**src/rtl/traffic_pkg.sv**
```systemverilog
// Shared definitions for the traffic phase scheduler: state encodings,
// lamp patterns and default timing. The early-termination option is TRAFFIC_REQ_EARLY_EN.
package traffic_pkg;

    typedef enum logic [2:0] {
        ST_G1    = 3'd0,
        ST_Y1    = 3'd1,
        ST_AR1   = 3'd2,
        ST_G2    = 3'd3,
        ST_Y2    = 3'd4,
        ST_AR2   = 3'd5,
        ST_FLASH = 3'd6
    } state_e;

    // Lamp vector bit order: {red1, yellow1, green1, red2, yellow2, green2}
    localparam logic [5:0] LAMP_G1 = 6'b001_100;
    localparam logic [5:0] LAMP_Y1 = 6'b010_100;
    localparam logic [5:0] LAMP_AR = 6'b100_100;
    localparam logic [5:0] LAMP_G2 = 6'b100_001;
    localparam logic [5:0] LAMP_Y2 = 6'b100_010;

    localparam int DEF_TICK_DIV    = 50_000_000;
    localparam int DEF_GREEN_T     = 30;
    localparam int DEF_YELLOW_T    = 3;
    localparam int DEF_ALLRED_T    = 2;
    localparam int DEF_MIN_GREEN_T = 8;

    function automatic logic [5:0] lamp_pattern(input state_e st, input logic flash);
        case (st)
            ST_G1:    lamp_pattern = LAMP_G1;
            ST_Y1:    lamp_pattern = LAMP_Y1;
            ST_G2:    lamp_pattern = LAMP_G2;
            ST_Y2:    lamp_pattern = LAMP_Y2;
            ST_FLASH: lamp_pattern = {1'b0, flash, 1'b0, 1'b0, flash, 1'b0};
            default:  lamp_pattern = LAMP_AR;
        endcase
    endfunction

    function automatic int max3(input int a, input int b, input int c);
        int m;
        m = (a > b) ? a : b;
        max3 = (m > c) ? m : c;
    endfunction

endpackage

```
**src/rtl/tick_gen.sv**
```systemverilog
// Prescaler producing a one-clock tick every TICK_DIV clocks; the first tick
// arrives TICK_DIV clocks after reset release.
module tick_gen #(
    parameter int TICK_DIV = 50_000_000
) (
    input  logic clk_i,
    input  logic rst_ni,
    output logic tick_o
);
    localparam int PW = (TICK_DIV > 1) ? $clog2(TICK_DIV) : 1;
    localparam logic [PW-1:0] PRE_LAST = PW'(TICK_DIV - 1);

    logic [PW-1:0] pre_q, pre_d;

    always_comb begin
        pre_d = pre_q + PW'(1);
        if (pre_q == PRE_LAST) pre_d = '0;
    end

    always_ff @(posedge clk_i or negedge rst_ni) begin
        if (!rst_ni) pre_q <= '0;
        else         pre_q <= pre_d;
    end

    assign tick_o = (pre_q == PRE_LAST);

endmodule

```
**src/rtl/traffic_phase_sched.sv**
```systemverilog
// Two-direction traffic light phase scheduler with night-flash mode.
// Define TRAFFIC_REQ_EARLY_EN to enable request-driven early green termination.
module traffic_phase_sched
    import traffic_pkg::*;
#(
    parameter int TICK_DIV    = DEF_TICK_DIV,
    parameter int GREEN_T     = DEF_GREEN_T,
    parameter int YELLOW_T    = DEF_YELLOW_T,
    parameter int ALLRED_T    = DEF_ALLRED_T,
    parameter int MIN_GREEN_T = DEF_MIN_GREEN_T
) (
    input  logic       CLK,
    input  logic       RST,
    input  logic       SW1,
    input  logic       Req1,
    input  logic       Req2,
    output logic       Red1,
    output logic       Yellow1,
    output logic       Green1,
    output logic       Red2,
    output logic       Yellow2,
    output logic       Green2,
    output logic [2:0] Phase
);
    localparam int CNT_W = $clog2(max3(GREEN_T, YELLOW_T, ALLRED_T) + 1);
    localparam logic [CNT_W-1:0] GREEN_END  = CNT_W'(GREEN_T - 1);
    localparam logic [CNT_W-1:0] YELLOW_END = CNT_W'(YELLOW_T - 1);
    localparam logic [CNT_W-1:0] ALLRED_END = CNT_W'(ALLRED_T - 1);

    state_e           state_q, state_d;
    logic [CNT_W-1:0] cnt_q, cnt_d;
    logic             flash_q, flash_d;
    logic [5:0]       lamp_q;
    logic [1:0]       sw_sync_q;
    logic             sw_s;
    logic             tick;
    logic             early1, early2;

    tick_gen #(.TICK_DIV(TICK_DIV)) u_tick_gen (
        .clk_i  (CLK),
        .rst_ni (RST),
        .tick_o (tick)
    );

    always_ff @(posedge CLK or negedge RST) begin
        if (!RST) sw_sync_q <= '0;
        else      sw_sync_q <= {sw_sync_q[0], SW1};
    end
    assign sw_s = sw_sync_q[1];

    // All decisions happen on ticks; any state change clears cnt and sets the flash phase.
    always_comb begin
        state_d = state_q;
        cnt_d   = cnt_q;
        flash_d = flash_q;
        if (tick) begin
            cnt_d = cnt_q + CNT_W'(1);
            case (state_q)
                ST_G1:    if (!sw_s || cnt_q == GREEN_END || early1) state_d = ST_Y1;
                ST_Y1:    if (cnt_q == YELLOW_END) state_d = sw_s ? ST_AR1 : ST_FLASH;
                ST_AR1:   if (!sw_s) state_d = ST_FLASH;
                          else if (cnt_q == ALLRED_END) state_d = ST_G2;
                ST_G2:    if (!sw_s || cnt_q == GREEN_END || early2) state_d = ST_Y2;
                ST_Y2:    if (cnt_q == YELLOW_END) state_d = sw_s ? ST_AR2 : ST_FLASH;
                ST_AR2:   if (!sw_s) state_d = ST_FLASH;
                          else if (cnt_q == ALLRED_END) state_d = ST_G1;
                ST_FLASH: if (sw_s) state_d = ST_AR2;
                          else flash_d = ~flash_q;
                default:  state_d = ST_AR2;
            endcase
        end
        if (state_d != state_q) begin
            cnt_d   = '0;
            flash_d = (state_d == ST_FLASH);
        end
    end

    // Lamps are registered from the next state so they switch on the same edge.
    always_ff @(posedge CLK or negedge RST) begin
        if (!RST) begin
            state_q <= ST_AR2;
            cnt_q   <= '0;
            flash_q <= 1'b0;
            lamp_q  <= LAMP_AR;
        end else begin
            state_q <= state_d;
            cnt_q   <= cnt_d;
            flash_q <= flash_d;
            lamp_q  <= lamp_pattern(state_d, flash_d);
        end
    end

`ifdef TRAFFIC_REQ_EARLY_EN
    localparam logic [CNT_W-1:0] MIN_END = CNT_W'(MIN_GREEN_T - 1);

    logic [1:0] req1_sync_q, req2_sync_q;
    logic       pend1_q, pend1_d, pend2_q, pend2_d;

    // Clearing on entry to the served green (or FLASH) overrides a same-cycle set.
    always_comb begin
        pend1_d = pend1_q;
        pend2_d = pend2_q;
        if (state_q != ST_FLASH) begin
            if (req1_sync_q[1]) pend1_d = 1'b1;
            if (req2_sync_q[1]) pend2_d = 1'b1;
        end
        if (state_d != state_q) begin
            if (state_d == ST_G1 || state_d == ST_FLASH) pend1_d = 1'b0;
            if (state_d == ST_G2 || state_d == ST_FLASH) pend2_d = 1'b0;
        end
    end

    always_ff @(posedge CLK or negedge RST) begin
        if (!RST) begin
            req1_sync_q <= '0;
            req2_sync_q <= '0;
            pend1_q     <= 1'b0;
            pend2_q     <= 1'b0;
        end else begin
            req1_sync_q <= {req1_sync_q[0], Req1};
            req2_sync_q <= {req2_sync_q[0], Req2};
            pend1_q     <= pend1_d;
            pend2_q     <= pend2_d;
        end
    end

    assign early1 = pend2_q & ~pend1_q & (cnt_q >= MIN_END);
    assign early2 = pend1_q & ~pend2_q & (cnt_q >= MIN_END);
`else
    localparam int unused_min_green = MIN_GREEN_T;
    logic unused_req;
    assign unused_req = Req1 ^ Req2;
    assign early1     = 1'b0;
    assign early2     = 1'b0;
`endif

    assign {Red1, Yellow1, Green1, Red2, Yellow2, Green2} = lamp_q;
    assign Phase = state_q;

endmodule

```
**config.mk**
```make
export PLATFORM = sky130hd
export DESIGN_NAME = traffic_phase_sched
export DESIGN_NICKNAME = d
export VERILOG_FILES = /design/src/rtl/traffic_pkg.sv /design/src/rtl/tick_gen.sv /design/src/rtl/traffic_phase_sched.sv
export SDC_FILE = /design/constraint.sdc
export NUM_CORES = 1
export LEC_CHECK = 0
export CORE_MARGIN = 3
export CORE_UTILIZATION = 59
export CTS_CLUSTER_DIAMETER = 120
export DETAILED_ROUTE_END_ITERATION = 10
export PLACE_DENSITY = 0.8
export SETUP_SLACK_MARGIN = 0.5
export SYNTH_ARGS = -nofsm -noshare
export SYNTH_HDL_FRONTEND = slang
export SYNTH_HIERARCHICAL = 1
export SYNTH_SLANG_ARGS = --single-unit
export TNS_END_PERCENT = 5
```
**constraint.sdc**
```tcl
create_clock -name CLK -period 4.1 [get_ports CLK]
set_input_delay 1.23 -clock CLK [delete_from_list [all_inputs] [get_ports CLK]]
set_output_delay 1.23 -clock CLK [all_outputs]
set_load 0.005 [all_outputs]
```
==> results of run 1 <==
## worst register-to-register path, cell delays in order, from the launching register on
cell	delay, ps
dfrtp_1	480
and4_1	270
nand2_1	130
nor4_4	300
buf_4	310
nand2_1	150
o22ai_1	310
o21ba_2	250
and3_4	190
a211o_1	280
## area by class of cell
class / count / share of cell area [%]
well taps: 48 / 2.30
clock buffers: 7 / 2.92
clock inverters: 1 / 0.192
flip-flops and latches: 43 / 41.4
repair buffers: 13 / 4.60
multi-input cells: 172 / 47.1
inverters: 10 / 1.44
## per-layer routing
metal  routed length [um]  up-vias  global-route usage (%)
met4                   42        0                    5.11
li1                     -      877                       -
met2                 1900       28                    29.1
met3                  145        4                    3.48
met1                 2140      860                    27.0
met5                    0        -                       0
## how the worst max path moves through the flow
stage,to,slack [ps],depth (start not counted),startpoint
2_1_floorplan,lamp_q[4],1260,10,u_tick_gen/pre_q[2]
3_3_place_gp,lamp_q[4],1360,9,u_tick_gen/pre_q[2]
3_5_place_dp,lamp_q[4],1330,9,u_tick_gen/pre_q[2]
4_1_cts,lamp_q[4],1310,9,u_tick_gen/pre_q[2]
5_1_grt,lamp_q[4],1130,9,u_tick_gen/pre_q[2]
6_report,lamp_q[4],1310,9,u_tick_gen/pre_q[2]
## cell families after synthesis
logic type	after synthesis	synth area share, %
flops	43	45.2
fa+ha+maj	5	2.62
mux	1	0.627
simple gates	104	26.5
compound gates	40	13.6
xor+xnor	22	8.05
buf+inv	19	3.40
## state kept, by name, summed over array words and instances, names as in the netlist
| signal | count |
|---|---|
| u_tick_gen/pre_q | 26 |
| lamp_q | 6 |
| cnt_q | 5 |
| Phase | 3 |
| sw_sync_q | 2 |
| flash_q | 1 |
## placed cells by master, fill, tap and decap left out, types with 3 or more instances in the layout
| master | synthesis | final |
|---|---|---|
| a21oi_1 | 11 | 11 |
| and2_1 | 3 | 3 |
| and3_1 | 5 | 5 |
| and4_1 | 4 | 4 |
| clkbuf_8 | 0 | 5 |
| clkdlybuf4s50_1 | 0 | 10 |
| dfrtp_1 | 39 | 39 |
| dfstp_2 | 4 | 4 |
| ha_1 | 5 | 5 |
| inv_1 | 10 | 10 |
| nand2_1 | 18 | 18 |
| nand3_1 | 10 | 10 |
| nand4_1 | 10 | 10 |
| nor2_1 | 20 | 20 |
| nor2b_1 | 4 | 4 |
| nor3_1 | 3 | 3 |
| nor4_1 | 5 | 5 |
| o21ai_0 | 7 | 7 |
| o31ai_1 | 3 | 3 |
| or3_1 | 5 | 5 |
| or4_1 | 3 | 3 |
| xnor2_1 | 12 | 12 |
| xor2_1 | 10 | 10 |
## power groups by stage
stage | clock network (mW) | logic [mW] | registers [mW]
floorplan | 0 | 0.00367 | 0.434
global placement | 0 | 0.0122 | 0.435
detailed placement | 0 | 0.0124 | 0.435
CTS | 0.262 | 0.0125 | 0.426
global route | 0.283 | 0.0138 | 0.427
finish | 0.254 | 0.0117 | 0.427
## stage by stage
step | instances | power (mW) | hold slack (ps) | instance area (um2) | util, %
3_5_place_dp | 286 | 0.447 | 338 | 2530 | 67.1
3_3_place_gp | 286 | 0.447 | 334 | 2530 | 67.1
6_report | 294 | 0.692 | 355 | 2610 | 69.2
4_1_cts | 294 | 0.701 | 355 | 2610 | 69.2
2_1_floorplan | 234 | 0.437 | 331 | 2390 | -
5_1_grt | 294 | 0.724 | 359 | 2610 | 69.2
==> impl_metrics.toml, run 1 <==
[sta]
timing.final.ws_setup_ps = 1310
fin_crit_sh_pct = 67.9
min_period_ps = 2790
setup_viol_count_final = 0
slew_headroom_pct = 37.9
skew_ps = 8.81
tightestPinTransition_ps = 932
fin_setup_tns_ps = 0
fmax_ghz = 0.359
hold_viol = 0
maxSlewViolCount = 0
rsz0062_at_grt = "no"

[clocking]
insertion_delay_ps = 290
numCtsBuffers = 5
cts.htree.levels = 2
post_cts_resized = 0
cts.clk_slew.worst_paths_ps = 70
cts_root_buf = "clkbuf_8"
cts_tree = "built"
clockBufferDepth = 2
postCtsHoldBufs = 0
clkSinkCount = 43
post_cts_buffers = 0

[worst_setup_path]
r2r-end = "lamp_q[4]"
reg2regPathDepth = 9
crit_arrival_ps = 2960
critPathMaxFanout = 22
required_ps = 4280
slowest_stage = "dfrtp_1"
cpMostUsedCell = "nand2_1"
regToRegSetupSlack_ps = 1310
endpoint_kind = "register"
cp_slowest_stage_delay_ps = 480
critPathTopFamily = "simple AND/OR/NAND/NOR gates"
worstSetupPathType = "register to register"
worstPathCellList = "and4_1, nand2_1, nor4_4, buf_4, nand2_1, o22ai_1, o21ba_2, and3_4, a211o_1"
r2r-start = "u_tick_gen/pre_q[2]"
critPathBufInv = 1
crit_path_start_kind = "register"

[logic_synthesis]
synth_top_cells_by_count = "dfrtp_1 (39), nor2_1 (20), nand2_1 (18), xnor2_1 (12), a21oi_1 (11)"
syn_area_per_cell_um2 = 10.2
synth_top_area_share_pct = 40.8
ys.flop_type = "dfrtp_1"
async_flop_share_pct = 100
netlist_instances = 234
synth.distinct_cells = 55
ys_ff_latch = 43
yosysWarnings = 6
synth_area_leaders = "dfrtp_1 (41%), dfstp_2 (4.4%), xnor2_1 (4.4%)"
synth-seq-area-share_pct = 45.2
syn_area_mm2 = 0.00239
synth_edf_count = 0
syn_nets = 244
synth_top_area_cell = "dfrtp_1"
synth.most_common_cell = "dfrtp_1"

[power_and_ir_drop]
max-vdd-ir-drop_v = 0.000255
p_int_mw = 0.547
power.leakage_nw = 1.05
clockPowerShare_pct = 36.7
powerDensity_mw_per_mm2 = 265
swShare_pct = 21.0
p_seq_share_pct = 61.6
netSwitchingPower_mw = 0.146
pwr-share-comb_pct = 1.7

[placement]
globalplace.congestion = 0.850
portBuffers = 11
dpl_worst_slack_ps = 1330
hpwl_mm = 2.92

[flow_run]
cap_violations = 0

[grt]
grt_pass1_vias = 1670
grt_pass1_wl_mm = 7.52
antenna_found_initial = 0
grt_max_degree = 44
globalRouteTotalUtil_pct = 18.7
overflow = 0

[floorplan]
start_util_pct = 63.4
die_area_mm2 = 0.00485
fp.dieH_um = 69.7
die_x_um = 69.7
fp-row-count = 22
num_io_pins = 14
core_mm2 = 0.00377

[hold_path]
holdCritPathClass = "register to register"
worstHoldPathCells = 0
worstHoldStart = "sw_sync_q[0]"
hold_path_end = "sw_sync_q[1]"

[route]
dr.pass1.iters = 4
wl_per_cell_um = 14.4
via_per_inst = 6.02
first_iter_violations = 180
drc_errors = 0
wl_mm = 4.22
num_vias = 1769
drtAntennaViolNets = 0

[run_status]
status = "finished, final reports clean"

[cells_and_area]
syn_to_final_growth_pct = 9.10
multi_input_area_mm2 = 0.00123
drive_gt1_share_pct = 12.2
fillers = 288
antennaDiodeCount = 0
layout.nets = 255
register_area_mm2 = 0.00108
(Power assumes the default switching activity.)
==> run 2: changes to the inputs <==
- CORE_UTILIZATION: 59 -> 53
- PLACE_DENSITY: 0.8 -> 0.76
- clock period: 4.1 -> 2.3 ns (I/O delays scaled with it)
==> run 2 against run 1 <==
Effect of this change:
- the flow now finishes with violations (setup timing)
- power increased by 87%
- maximum frequency grew 19%
- utilization is 7.9 points higher
- final area rose by 23%
- clock skew up 0.91 ps
- register-to-register slack lost 1400 ps
- non-clock buffer count grew 48
- critical path type unchanged
- critical endpoint is now flash_q
==> impl_metrics.toml, run 2 (synthesis results as in run 1) <==
[worst_setup_path]
worstSetupPathType = "register to register"
slowest_stage = "dfrtp_1"
endpoint_kind = "register"
r2r-start = "u_tick_gen/pre_q[11]"
r2r-end = "flash_q"
worstPathCellList = "nor4b_2, nand4_1, nor4_4, buf_6, nand4_1, a32o_2, and2_4, and3_4, mux2_4"
regToRegSetupSlack_ps = -50
crit_path_start_kind = "register"
crit_arrival_ps = 2530
cp_slowest_stage_delay_ps = 390
cpMostUsedCell = "nand4_1"
required_ps = 2480
reg2regPathDepth = 9
critPathMaxFanout = 6

[floorplan]
die_x_um = 73.2
fp-row-count = 23
core_mm2 = 0.00417
start_util_pct = 57.3
fp.dieH_um = 73.2
die_area_mm2 = 0.00536
num_io_pins = 14

[clocking]
clockBufferDepth = 2
cts.clk_slew.worst_paths_ps = 80
cts.htree.levels = 2
postCtsHoldBufs = 0
numCtsBuffers = 5
cts_root_buf = "clkbuf_8"
insertion_delay_ps = 300
cts_tree = "built"
clkSinkCount = 43

[cells_and_area]
syn_to_final_growth_pct = 34.4
final_cell_mix = "buf_4 (42), dfrtp_1 (36), nor2_1 (20), nand2_1 (17), xnor2_1 (12)"
layout.nets = 303
fin_util_pct = 77.1
drive_gt1_share_pct = 37.1
final_common_cell = "buf_4"
fillers = 250
largest_reg_flops = 26
antennaDiodeCount = 0
reg_top3 = "u_tick_gen/pre_q: 26 flops, lamp_q: 6 flops, cnt_q: 5 flops"
regMostFlops = "u_tick_gen/pre_q"

[sta]
fmax_ghz = 0.426
fin_crit_sh_pct = 102
tightestPinTransition_ps = 509
timing.final.ws_setup_ps = -46.8
setup_viol_count_final = 3
rsz0062_at_grt = "yes"
maxSlewViolCount = 0
fin_setup_tns_ps = -95.6
min_period_ps = 2350
hold_viol = 0
whs_ps = 348
slew_headroom_pct = 66.1
skew_ps = 9.72

[power_and_ir_drop]
max-vdd-ir-drop_v = 0.000340
p_int_mw = 1.01
p_seq_share_pct = 58.9
total_power_mw = 1.29
pwr-share-comb_pct = 2.0
swShare_pct = 22.1
netSwitchingPower_mw = 0.285
powerDensity_mw_per_mm2 = 402
clockPowerShare_pct = 39.1
power.leakage_nw = 1.42

[route]
wl_per_cell_um = 16.5
dr.pass1.iters = 4
drtAntennaViolNets = 0
num_vias = 1981
first_iter_violations = 89
via_per_inst = 5.76
wl_mm = 5.68
drc_errors = 0

[placement]
hpwl_mm = 3.68
globalplace.congestion = 0.858
portBuffers = 11
dpl_worst_slack_ps = -92.5

[grt]
overflow = 0
antenna_found_initial = 0
globalRouteTotalUtil_pct = 23.6
grt_pass1_vias = 1961
grt_max_degree = 23
grt_pass1_wl_mm = 9.58

[hold_path]
holdCritPathClass = "input pin to asynchronous set/reset pin"

[flow_run]
cap_violations = 0

[run_status]
status = "complete, but fails checks"
violations = "setup timing"
[run 2: cell count changes in the layout (fill, tap and decap cells not counted), moves of 3 or more]
cell             delta
dfrtp_2             +3
nor4_1              -3
clkdlybuf4s50_1     -8
buf_6               +8
nand3_1             -3
buf_4              +40
a21oi_1             -4
dlygate4sd2_1       +6
dfrtp_1             -3
a21oi_2             +4
o21ai_0             -3
[run 2: critical path: cells and delay by family, from the launching register on]
kind                   cells  cell delay (ps)
muxes                      1              250
and+or+nand+nor            6             1110
buffers and inverters      1              180
DFF                        1              390
AOI/OAI and AO/OA          1              290
[run 2: layer usage]
| metal | part of all wire (%) | track usage, % | vias to the layer above |
|---|---|---|---|
| li1 | - | - | 972 |
| met1 | 47 | 33.0 | 968 |
| met2 | 48 | 35.9 | 35 |
| met3 | 3.3 | 5.51 | 6 |
| met4 | 1.4 | 7.79 | 0 |
| met5 | 0 | 0 | - |
[run 2: worst max-delay path by stage]
stage | startpoint | to | slack [ps] | depth (start not counted)
after floorplan | u_tick_gen/pre_q[12] | flash_q | -210 | 10
after CTS | u_tick_gen/pre_q[11] | flash_q | -20 | 9
after global placement | u_tick_gen/pre_q[20] | lamp_q[4] | -50 | 10
after global routing | u_tick_gen/pre_q[11] | lamp_q[4] | -150 | 10
final | u_tick_gen/pre_q[11] | flash_q | -50 | 9
after detailed placement | u_tick_gen/pre_q[22] | lamp_q[4] | -90 | 10
[run 2: power groups by stage]
stage	Clock [mW]	Combinational, mW	Sequential, mW
after floorplan	0	0.00717	0.773
after global placement	0	0.0259	0.775
after detailed placement	0	0.0259	0.775
after CTS	0.512	0.0263	0.761
after global routing	0.546	0.0297	0.761
final	0.505	0.0264	0.761
[run 2: layout make-up]
type | instances | area, um2 | share of cell area, %
multi-input cells | 172 | 1430 | 44.5
flip-flops and latches | 43 | 1080 | 33.7
repair buffers | 61 | 508 | 15.8
clock buffers | 7 | 86.3 | 2.68
well taps | 50 | 62.6 | 1.95
inverters | 10 | 37.5 | 1.17
clock inverters | 1 | 5.00 | 0.156
[run 2: through the flow]
stage | area, um2 | cells
after floorplan | 2460 | 234
after global placement | 2930 | 333
after detailed placement | 2930 | 333
after CTS | 3130 | 344
after global routing | 3220 | 344
final | 3220 | 344
[run 2: what timing repair did]
| item | 4_1_cts | 5_1_grt |
|---|---|---|
| pin swaps | 20 | 20 |
| setup endpoints to repair | 32 | 28 |
| setup buffers | 3 | 0 |
| gates resized for setup | 32 | 24 |
==> run 3: changes to the inputs <==
- GPL_TIMING_DRIVEN: not set -> 0
==> run 3 against run 2 <==
Effect of this change:
- the run still ends with setup timing left
- critical path type unchanged
- global-route usage decreased by 1.7 points
- sequential power about the same
- power increased by 7.0%
- routed wire length increased by 1.1%
- clock-buffer cell count decreased by 2
- cell count decreased by 5.2%
- utilization decreased by 3.3 points
- maximum frequency decreased by 5.5%
- final area decreased by 4.3%
==> impl_metrics.toml, run 3 (synthesis results as in run 1) <==
[hold_path]
holdCritPathClass = "input pin to asynchronous set/reset pin"

[sta]
fmax_ghz = 0.403
timing.final.ws_setup_ps = -184
slew_headroom_pct = 67.3
tightestPinTransition_ps = 486
hold_viol = 0
min_period_ps = 2480
rsz0062_at_grt = "yes"
fin_crit_sh_pct = 108
maxSlewViolCount = 0
skew_ps = 7.29
setup_viol_count_final = 3
fin_setup_tns_ps = -428

[clocking]
cts.clk_slew.worst_paths_ps = 90
cts_tree = "built"
cts_root_buf = "clkbuf_8"
insertion_delay_ps = 290
clockBufferDepth = 2
numCtsBuffers = 5
cts.htree.levels = 2
clkSinkCount = 43
postCtsHoldBufs = 0

[floorplan]
fp.dieH_um = 73.2
fp-row-count = 23
num_io_pins = 14
core_mm2 = 0.00417
start_util_pct = 57.3
die_area_mm2 = 0.00536
die_x_um = 73.2

[route]
dr.pass1.iters = 4
num_vias = 1996
drc_errors = 0
wl_per_cell_um = 17.6
drtAntennaViolNets = 0
first_iter_violations = 122
via_per_inst = 6.12
wl_mm = 5.75

[cells_and_area]
regMostFlops = "u_tick_gen/pre_q"
largest_reg_flops = 26
syn_to_final_growth_pct = 28.7
drive_gt1_share_pct = 33.3
layout.nets = 285
design_area_mm2 = 0.00308
final_cell_mix = "dfrtp_1 (34), buf_4 (21), nor2_1 (20), nand2_1 (17), xnor2_1 (11)"
reg_top3 = "u_tick_gen/pre_q: 26 flops, lamp_q: 6 flops, cnt_q: 5 flops"
final_common_cell = "dfrtp_1"
antennaDiodeCount = 0

[placement]
globalplace.congestion = 0.826
hpwl_mm = 3.44
placed_cell_area_mm2 = 0.00265
portBuffers = 11

[worst_setup_path]
crit_path_start_kind = "register"
crit_arrival_ps = 2670
endpoint_kind = "register"
reg2regPathDepth = 9
critPathMaxFanout = 6
required_ps = 2480
worstSetupPathType = "register to register"

[flow_run]
cap_violations = 0

[power_and_ir_drop]
total_power_mw = 1.38
max-vdd-ir-drop_v = 0.000476
power.leakage_nw = 1.28
powerDensity_mw_per_mm2 = 449

[grt]
grt_pass1_vias = 1842
grt_pass1_wl_mm = 9.05
grt_max_degree = 37
overflow = 0
globalRouteTotalUtil_pct = 21.9
antenna_found_initial = 0

[run_status]
status = "complete, but fails checks"
violations = "setup timing"
run 3: cell types whose count changed in the layout (fill, tap and decap cells not counted), sizes merged:
cell,delta
bufinv,+1
clkinv,+1
buf,-20
run 3: critical path: stages, from the launching register on:
cell and delay, ps:
dfrtp_1 430, nand3_2 100, or2_4 290, nor4_4 360, buf_6 210, nand4_1 100
a32o_2 270, and2_4 180, and3_4 180, mux2_4 260
run 3: area by class of cell:
class | count | area [um2]
buffer | 9 | 75.1
multi-input combinational | 172 | 1420
sequential | 43 | 1090
inverter | 10 | 37.5
timing repair buffer | 34 | 280
clock buffer | 5 | 68.8
fill | 271 | 1090
clock inverter | 3 | 43.8
tap | 50 | 62.6
run 3: path summary, 6_finish.rpt:
check                                     start           end  slack [ps]
setup / recovery           u_tick_gen/pre_q[13]       flash_q        -180
hold / removal                              RST      cnt_q[1]         230
setup reg to reg           u_tick_gen/pre_q[13]       flash_q        -180
hold reg to reg                    sw_sync_q[0]  sw_sync_q[1]         390
max in group asynchronous                   RST     lamp_q[5]        1560
min in group CLK                   sw_sync_q[0]  sw_sync_q[1]         390
run 3: layer usage:
| metal | GRT usage (%) | wire length (um) | vias to the layer above | part of all wire [%] |
|---|---|---|---|---|
| li1 | - | - | 932 | - |
| met1 | 31.0 | 2630 | 990 | 46 |
| met2 | 33.9 | 2770 | 63 | 48 |
| met3 | 3.86 | 235 | 11 | 4.1 |
| met4 | 7.38 | 110 | 0 | 1.9 |
| met5 | 0 | 0 | - | 0 |
run 3: per-stage QoR:
step | hold slack, ps | util, % | cells | setup slack (ps)
after global placement | 337 | 63.2 | 295 | -743
final | 230 | 73.8 | 326 | -184
after floorplan | 331 | - | 234 | -212
after CTS | 235 | 69.1 | 313 | -254
after global routing | 237 | 73.8 | 326 | -257
after detailed placement | 363 | 63.6 | 296 | -657
run 3: power breakdown:
part	internal (mW)	total [mW]	leakage, nW	switching, mW
logic	0.00833	0.0298	0.670	0.0215
clock network	0.324	0.594	0.0581	0.271
registers	0.757	0.758	0.555	0.00104
total	1.09	1.38	1.28	0.293
run 3: timing repair:
item	4_1_cts	5_1_grt
resized for setup	26	26
buffers inserted	9	13
pin swaps	17	21
setup endpoints to repair	39	35
==> edit: new RTL, config.mk and constraints of run 1 <==
The option `TRAFFIC_REQ_EARLY_EN` is turned on by a define.
--- a/src/rtl/traffic_phase_sched.sv
+++ b/src/rtl/traffic_phase_sched.sv
@@ -1,5 +1,7 @@
 // Two-direction traffic light phase scheduler with night-flash mode.
 // Define TRAFFIC_REQ_EARLY_EN to enable request-driven early green termination.
+`define TRAFFIC_REQ_EARLY_EN
+
 module traffic_phase_sched
     import traffic_pkg::*;
 #(
Formal check against the unedited RTL: no difference found for any inputs over 10 cycles, from zero or initial values and one cycle with RST low; that may be too few to reach the edited logic, so the function may still have changed.
==> edit against run 1 <==
Design area increased by 7.2%. First-iteration DRC count up 29%. Wire length is 13% higher. Worst setup slack worse by 0.087 ns. Power up 15%. Highest routed layer unchanged. Hold slack improved by 0.00089 ns. Sequential share of layout area is 2.6 points higher. Sequential cell count is 6 higher. Non-clock buffer count increased by 1. Cell count rose by 8.2%. Synthesized area up 7.0%.
==> edit: results (changes against run 1) <==
The run finished with clean final reports. The sequential cell power was 488 uW (+14%). The count of port buffers added during placement is 13 (+2). The detailed-routed wire length on met3 is 191 um (+32%). The proportion of layout cells with a drive suffix above 1 came to 8.582% (-3.6 points).

The number of different library cells in the post-synthesis netlist is 52 (-5.5%). The met2 capacity usage during global routing is 29.90% (+0.77 points). The largest voltage drop on the vdd net was 276.0 uV (+8.3%). The worst slack at placement is 1.286 ns (-0.04630 ns). The HPWL after detailed placement came out at 3.349 mm (+15%). The total wire length after detailed routing is 4.770 mm (+13%).

The static leakage was 1.134 nW (+8.0%). The met1 track demand over resource in global routing came out at 31.48% (+4.5 points). The portion of the post-synthesis area used by sequential elements is 48.12% (+2.9 points). The master of the slowest instance on the critical path is nor4_4. The share of the synthesized area in compound gates (AO/OA/AOI/OAI) came to 12.57% (-1.0 points). The multiplexer fraction of the synthesized cell area was 0.7824% (+0.15 points).

The number of global-route vias before repair came out at 1775 (+6.3%). The global-route usage over all layers is 21.25% (+2.5 points). The adder-cell share of the synthesized area came out at 2.445% (-0.17 points). The switching share of power came out at 21.01% (about the same). The global-route wire length before repair was 8.480 mm (+13%). The detailed-routed wire length on met2 is 2.078 mm (+9.7%). The final layout net count is 277 (+8.6%).

The combinational logic power came to 14.9 uW (+27%).
[edit: area by class of cell]
type / instances / area, um2
fill: 322 / 1289
multi-input combinational: 185 / 1232
sequential: 49 / 1231
timing repair buffer: 14 / 132.6
clock buffer: 7 / 86.33
tap: 50 / 62.56
inverter: 12 / 45.04
clock inverter: 1 / 7.507
[edit: worst register-to-register path: cells and delay by family (launching register included)]
family	cells	cell delay, ns
DFF	1	0.47
buffers and inverters	1	0.24
AOI/OAI and AO/OA	4	0.82
and+or+nand+nor	4	1.21
[edit: through the flow]
| step | total power, mW | cells | utilization, % | hold slack, ns |
|---|---|---|---|---|
| 2_1_floorplan | 0.4997 | 256 | - | 0.3312 |
| 3_3_place_gp | 0.5132 | 310 | 66.17 | 0.3417 |
| 3_5_place_dp | 0.5134 | 310 | 66.17 | 0.3410 |
| 4_1_cts | 0.8051 | 318 | 68.46 | 0.3595 |
| 5_1_grt | 0.8274 | 318 | 68.46 | 0.3711 |
| 6_report | 0.7941 | 318 | 68.46 | 0.3563 |
[edit: final timing paths]
path                                                     from                        to  slack (ns)  depth (start not counted)
worst min-delay path                 req2_sync_q[0]$_DFF_PN0_  req2_sync_q[1]$_DFF_PN0_        0.36                          0
worst min register to register       req2_sync_q[0]$_DFF_PN0_  req2_sync_q[1]$_DFF_PN0_        0.36                          0
min in group asynchronous                                 RST        Phase[1]$_DFF_PN0_        1.11                          1
worst max-delay path            u_tick_gen/pre_q[2]$_DFF_PN0_         pend1_q$_DFF_PN0_        1.23                          9
max in group asynchronous                                 RST      cnt_q[1]$_DFFE_PN0P_        2.35                          1
worst max register to register  u_tick_gen/pre_q[2]$_DFF_PN0_         pend1_q$_DFF_PN0_        1.23                          9
